==> src/rtl/rem_stream_if.sv <==
// Request/response bundle for rem_stream_sched: two valid/ready requesters,
// the exported serial bit stream, the result port and the FSM state for observation.
interface rem_stream_if #(
    parameter int WIDTH = 8,
    parameter int DIV   = 5
);
    localparam int RW = (DIV > 1) ? $clog2(DIV) : 1;

    // Handshake: a word moves on a rising edge where valid && ready are both high;
    // ready never waits for valid beyond the arbiter's choice, and valid/data must
    // stay stable until that edge.
    logic             req0_valid;
    logic [WIDTH-1:0] req0_data;
    logic             req0_ready;
    logic             req1_valid;
    logic [WIDTH-1:0] req1_data;
    logic             req1_ready;

    logic             bit_en;
    logic             bit_x;
    logic             busy;
    logic             res_valid;
    logic             res_id;
    logic [RW-1:0]    res_rem;
    logic             res_div;
    logic [1:0]       state;

    modport master (
        output req0_valid, req0_data, req1_valid, req1_data,
        input  req0_ready, req1_ready, bit_en, bit_x, busy,
        input  res_valid, res_id, res_rem, res_div, state
    );

    modport slave (
        input  req0_valid, req0_data, req1_valid, req1_data,
        output req0_ready, req1_ready, bit_en, bit_x, busy,
        output res_valid, res_id, res_rem, res_div, state
    );
endinterface

==> src/rtl/rem_stream_sched.sv <==
// Round-robin two-requester front end for a serial MSB-first residue engine:
// one word in, WIDTH shift cycles, one result strobe carrying word mod DIV.
module rem_stream_sched #(
    parameter int WIDTH = 8,
    parameter int DIV   = 5
) (
    input  logic         clk,
    input  logic         rst,
    rem_stream_if.slave  bus
);
    localparam int RW = (DIV > 1) ? $clog2(DIV) : 1;
    localparam int CW = (WIDTH > 1) ? $clog2(WIDTH) : 1;
    localparam logic [RW:0]   DIV_V = (RW + 1)'(DIV);
    localparam logic [CW-1:0] LAST  = CW'(WIDTH - 1);

    typedef enum logic [1:0] {
        IDLE  = 2'd0,
        SHIFT = 2'd1,
        DONE  = 2'd2
    } state_t;

    state_t           state_q;
    state_t           state_d;
    logic [WIDTH-1:0] shreg;
    logic [RW-1:0]    rem;
    logic [RW-1:0]    rem_next;
    logic [RW:0]      rem_sum;
    logic [RW:0]      rem_sub;
    logic [CW-1:0]    cnt;
    logic             id;
    logic             last_grant;
    logic [RW-1:0]    out_rem;
    logic             out_div;
    logic             out_id;
    logic             grant;
    logic             any_valid;
    logic             ready0;
    logic             ready1;
    logic             accept0;
    logic             accept1;
    logic             accept;

    // Both valid: the side that did not win last time; a lone valid always wins.
    always_comb begin
        any_valid = bus.req0_valid | bus.req1_valid;
        grant     = ~last_grant;
        if (bus.req0_valid && !bus.req1_valid) begin
            grant = 1'b0;
        end else if (bus.req1_valid && !bus.req0_valid) begin
            grant = 1'b1;
        end
        ready0  = (state_q == IDLE) && any_valid && !grant;
        ready1  = (state_q == IDLE) && any_valid && grant;
        accept0 = ready0 && bus.req0_valid;
        accept1 = ready1 && bus.req1_valid;
        accept  = accept0 | accept1;
    end

    // rem < DIV, so 2*rem+bit < 2*DIV and one conditional subtract reduces it.
    always_comb begin
        rem_sum  = {rem, shreg[WIDTH-1]};
        rem_sub  = rem_sum - DIV_V;
        rem_next = (rem_sum >= DIV_V) ? rem_sub[RW-1:0] : rem_sum[RW-1:0];
    end

    always_ff @(posedge clk) begin
        if (rst) begin
            state_q <= IDLE;
        end else begin
            state_q <= state_d;
        end
    end

    always_comb begin
        state_d = state_q;
        case (state_q)
            IDLE:    if (accept) state_d = SHIFT;
            SHIFT:   if (cnt == LAST) state_d = DONE;
            DONE:    state_d = IDLE;
            default: state_d = IDLE;
        endcase
    end

    always_ff @(posedge clk) begin
        if (rst) begin
            shreg      <= '0;
            rem        <= '0;
            cnt        <= '0;
            id         <= 1'b0;
            last_grant <= 1'b1;
            out_rem    <= '0;
            out_div    <= 1'b0;
            out_id     <= 1'b0;
        end else begin
            case (state_q)
                IDLE: begin
                    if (accept) begin
                        shreg      <= accept1 ? bus.req1_data : bus.req0_data;
                        rem        <= '0;
                        cnt        <= '0;
                        id         <= accept1;
                        last_grant <= accept1;
                    end
                end
                SHIFT: begin
                    rem   <= rem_next;
                    shreg <= {shreg[WIDTH-2:0], 1'b0};
                    cnt   <= cnt + CW'(1);
                    // Result registers load on the DONE-entry edge and hold until the next one.
                    if (cnt == LAST) begin
                        out_rem <= rem_next;
                        out_div <= (rem_next == '0);
                        out_id  <= id;
                    end
                end
                default: begin
                end
            endcase
        end
    end

    always_comb begin
        bus.req0_ready = ready0;
        bus.req1_ready = ready1;
        bus.bit_en     = (state_q == SHIFT);
        bus.bit_x      = (state_q == SHIFT) && shreg[WIDTH-1];
        bus.busy       = (state_q != IDLE);
        bus.res_valid  = (state_q == DONE);
        bus.res_rem    = out_rem;
        bus.res_div    = out_div;
        bus.res_id     = out_id;
        bus.state      = state_q;
    end
endmodule

==> src/flat_wrapper.sv <==
// flat-port wrapper written by rule: the top's interface ports become plain ports
module rem_stream_sched_flat 
#(
    parameter int WIDTH = 8,
    parameter int DIV   = 5
)
  (clk, rst, bus_req0_valid, bus_req0_data, bus_req1_valid, bus_req1_data, bus_req0_ready, bus_req1_ready, bus_bit_en, bus_bit_x, bus_busy, bus_res_valid, bus_res_id, bus_res_rem, bus_res_div, bus_state);
  rem_stream_if #(.WIDTH(WIDTH), .DIV(DIV)) bus_i ();
  input  logic clk;
  input  logic rst;
  input wire logic [$bits(bus_i.req0_valid)-1:0] bus_req0_valid;
  input wire logic [$bits(bus_i.req0_data)-1:0] bus_req0_data;
  input wire logic [$bits(bus_i.req1_valid)-1:0] bus_req1_valid;
  input wire logic [$bits(bus_i.req1_data)-1:0] bus_req1_data;
  output wire logic [$bits(bus_i.req0_ready)-1:0] bus_req0_ready;
  output wire logic [$bits(bus_i.req1_ready)-1:0] bus_req1_ready;
  output wire logic [$bits(bus_i.bit_en)-1:0] bus_bit_en;
  output wire logic [$bits(bus_i.bit_x)-1:0] bus_bit_x;
  output wire logic [$bits(bus_i.busy)-1:0] bus_busy;
  output wire logic [$bits(bus_i.res_valid)-1:0] bus_res_valid;
  output wire logic [$bits(bus_i.res_id)-1:0] bus_res_id;
  output wire logic [$bits(bus_i.res_rem)-1:0] bus_res_rem;
  output wire logic [$bits(bus_i.res_div)-1:0] bus_res_div;
  output wire logic [$bits(bus_i.state)-1:0] bus_state;
  assign bus_i.req0_valid = bus_req0_valid;
  assign bus_i.req0_data = bus_req0_data;
  assign bus_i.req1_valid = bus_req1_valid;
  assign bus_i.req1_data = bus_req1_data;
  assign bus_req0_ready = bus_i.req0_ready;
  assign bus_req1_ready = bus_i.req1_ready;
  assign bus_bit_en = bus_i.bit_en;
  assign bus_bit_x = bus_i.bit_x;
  assign bus_busy = bus_i.busy;
  assign bus_res_valid = bus_i.res_valid;
  assign bus_res_id = bus_i.res_id;
  assign bus_res_rem = bus_i.res_rem;
  assign bus_res_div = bus_i.res_div;
  assign bus_state = bus_i.state;
  rem_stream_sched #(.WIDTH(WIDTH), .DIV(DIV)) u_core (.clk(clk), .rst(rst), .bus(bus_i));
endmodule
==> config.mk <==
export PLATFORM = sky130hd
export DESIGN_NAME = rem_stream_sched_flat
export DESIGN_NICKNAME = d
export VERILOG_FILES = /design/src/rtl/rem_stream_if.sv /design/src/rtl/rem_stream_sched.sv /design/src/flat_wrapper.sv
export SDC_FILE = /design/constraint.sdc
export NUM_CORES = 1
export LEC_CHECK = 0
export ABC_AREA = 1
export CORE_UTILIZATION = 53
export CTS_BUF_LIST = sky130_fd_sc_hd__clkbuf_4
export CTS_CLUSTER_DIAMETER = 50
export DETAILED_ROUTE_END_ITERATION = 10
export PLACE_DENSITY = 0.87
export SYNTH_ARGS = -nofsm -noshare
export SYNTH_HDL_FRONTEND = slang
export SYNTH_SLANG_ARGS = --single-unit
==> constraint.sdc <==
create_clock -name clk -period 3.65 [get_ports clk]
set_input_delay 0.365 -clock clk [delete_from_list [all_inputs] [get_ports clk]]
set_output_delay 0.365 -clock clk [all_outputs]
set_load 0.02 [all_outputs]
==> run metrics <==
max_cap viols 0; final setup violation count 0; Antenna Nets Post-Route 0; top cells by count, synth nand2_1 (44), inv_1 (27), dfxtp_1 (23); top-count cell post-synth nand2_1; Clk Latency, worst-skew pair 320 ps; flop2flop setup slack between 2000 and 2500 ps; number of synthesized flops with an enable pin 0; Initial Util between 50 and 60%; Final Hold Fails 0; # nets final about 220; xor and xnor area share after synthesis 0%; Int Pwr between 300 and 400 uW; RSZ-0062 raised after global routing false; Worst Path Required 3280 ps; Net Sw Frac between 30% and 40%; Setup CP Type in2out; Syn Nets around 190; status completed; detailed-route DRC error count 0; initial DRC count 28; Pre-Repair DR Iteration Count 6; setup TNS 0 ps; layout cells sized above 1 between 6 and 7%; cell area after synthesis ~1200 sq um; max_slew headroom a little over half; pre-CTS WS between 1000 and 1500 ps; crit end category primary output; vias 1172; Syn Inst Count 170; Clock transition at path regs around 130 ps; first-pass GRT wire length 4560 um; Post-Synth Adder-Cell Area under 10%; Avg Cell Area, Syn around 7 sq um; Worst R2R Path Depth 5; CTS Root Cell clkbuf_4; Final Skew roughly 1.4 ps; startpoint types input pin; Routability Congestion about 0.86; Fin Hold WS around 470 ps; pins over their slew limit 0; FP Rows 17; top cell type by total area after synthesis dfxtp_1; placed cell areas about 1500 sq um; mux cell area share after synthesis 0%; hold buffers post-CTS 0; DRT Wirelength between 2000 and 3000 um; vias in the first global route 1102; Layout fillers about 190; final worst slack around 1100 ps; CTS resizes 0; # IOs 33; clock sinks 23; P_leak 0.673 nW; worst slew pin tran a little under 700 ps; Yosys cell types 22; Seq/Total Area, Yosys ~38%; Clock power frac between 20% and 30%; setup repair bufs after CTS 0; Die Span X 50 um; worst-path maximum fanout 12; Comb power frac about 23%; register share of total power 53.4%; Vias/cell 5.16; CTS Buf Count 3; top cells by area, synth dfxtp_1 (38%), nand2_1 (14%), inv_1 (8.3%); power consumption roughly 510 uW; Yosys reg bits 23; Final min period between 2000 and 3000 ps; clock buffer depth 2; Async SR Flop Fraction 0%; top cell type's share of synthesized area a little under two fifths; largest family of logic cells by synthesized area simple AND/OR/NAND/NOR gates; core area between 2000 and 2500 sq um; die area 2500 sq um; fmax between 0.3 and 0.4 GHz; Net Switching 156 uW; Core Util, Final between 70% and 80%; post-DP HPWL 2000 um; Design Area, Final around 1500 sq um; fin crit share between 70% and 80%; Simple-Gate Fraction of Synth Area 32.7%; Worst Path Arrival 2230 ps; H-tree Lvls 1; # diodes 0; pwr/cell area around 330 nW/um^2; port buffer count 32; Hold/Removal Path Class reg2reg; Post-Place Cells about 220; pin count of the biggest net entering global routing 21; initial antenna violation count 0; peak supply drop ~0.25 mV; final non-filler cell total 227; Synth Area in Compound Gates between 10% and 20%; Main synth FF type dfxtp_1; wire length per cell 11.7 um; global route total overflow 0; chip height about 50 um; Syn. warnings 0; Worst Hold Path Cells 2; area grow syn2layout 26.8%; TritonCTS clock tree built; Tot GR Track Use about a quarter
==> path summary, 6_finish.rpt <==
path                                          to                              from
setup / recovery                  bus_req1_ready                    bus_req1_valid
hold / removal    u_core.bus.res_id$_SDFFE_PP0P_    u_core.bus.res_id$_SDFFE_PP0P_
setup reg to reg    u_core.shreg[0]$_SDFFE_PP0P_  u_core.bus.state[1]$_SDFFE_PP0P_
hold reg to reg   u_core.bus.res_id$_SDFFE_PP0P_    u_core.bus.res_id$_SDFFE_PP0P_
==> layout by cell type, fill, tap and decap left out, types with 3 or more instances in the layout <==
master / netlist / routed
nand2_1: 44 / 44
clkdlybuf4s50_1: 0 / 32
inv_1: 27 / 27
dfxtp_1: 23 / 23
nand3_1: 15 / 15
a21oi_1: 13 / 13
nand4_1: 10 / 10
a31oi_1: 7 / 7
nor2_4: 5 / 5
nor2_1: 4 / 4
o21ai_0: 4 / 4
ha_1: 4 / 4
clkbuf_4: 0 / 3
==> flip-flops by register name, indices dropped and copies added (netlist names) <==
name and count:
u_core.bus.res_div 1, u_core.bus.res_id 1, u_core.bus.res_rem 3, u_core.bus.state 2, u_core.cnt 3, u_core.id 1
u_core.last_grant 1, u_core.rem 3, u_core.shreg 8
==> layer usage <==
| layer | global-route usage [%] | part of all wire (%) | vias to the layer above |
|---|---|---|---|
| met5 | 0 | 0 | - |
| met4 | 9.52 | 0.91 | 0 |
| met3 | 3.09 | 4.4 | 2 |
| met2 | 39.8 | 50 | 33 |
| met1 | 30.6 | 45 | 525 |
| li1 | - | - | 612 |
==> layout make-up <==
| type | instances | area, sq um | share of cell area, % |
|---|---|---|---|
| clock buffers | 3 | 22.5 | 1.45 |
| clock inverters | 1 | 5.00 | 0.323 |
| repair buffers | 32 | 320 | 20.7 |
| inverters | 28 | 105 | 6.79 |
| multi-input cells | 112 | 601 | 38.8 |
| well taps | 28 | 35.0 | 2.26 |
| flip-flops and latches | 23 | 460 | 29.7 |
==> power groups by stage <==
stage | logic [mW] | registers [mW] | clock network [mW]
final | 0.117 | 0.274 | 0.122
after global routing | 0.130 | 0.277 | 0.133
after CTS | 0.118 | 0.275 | 0.125
after detailed placement | 0.117 | 0.280 | 0
after global placement | 0.113 | 0.280 | 0
after floorplan | 0.0780 | 0.279 | 0
==> critical path, stage by stage <==
cell and delay [ps]:
clkdlybuf4s50_1 680, nand3_1 430, inv_1 140, clkdlybuf4s50_1 610
==> cell families (layout without fill, tap and decap cells) <==
group,after synthesis,after routing
AO/OA/AOI/OAI,27,27
adder cells (fa/ha/maj),4,4
buffers and inverters,35,64
flip-flops,23,23
AND/OR/NAND/NOR,81,81
(Power assumes the default switching activity.)
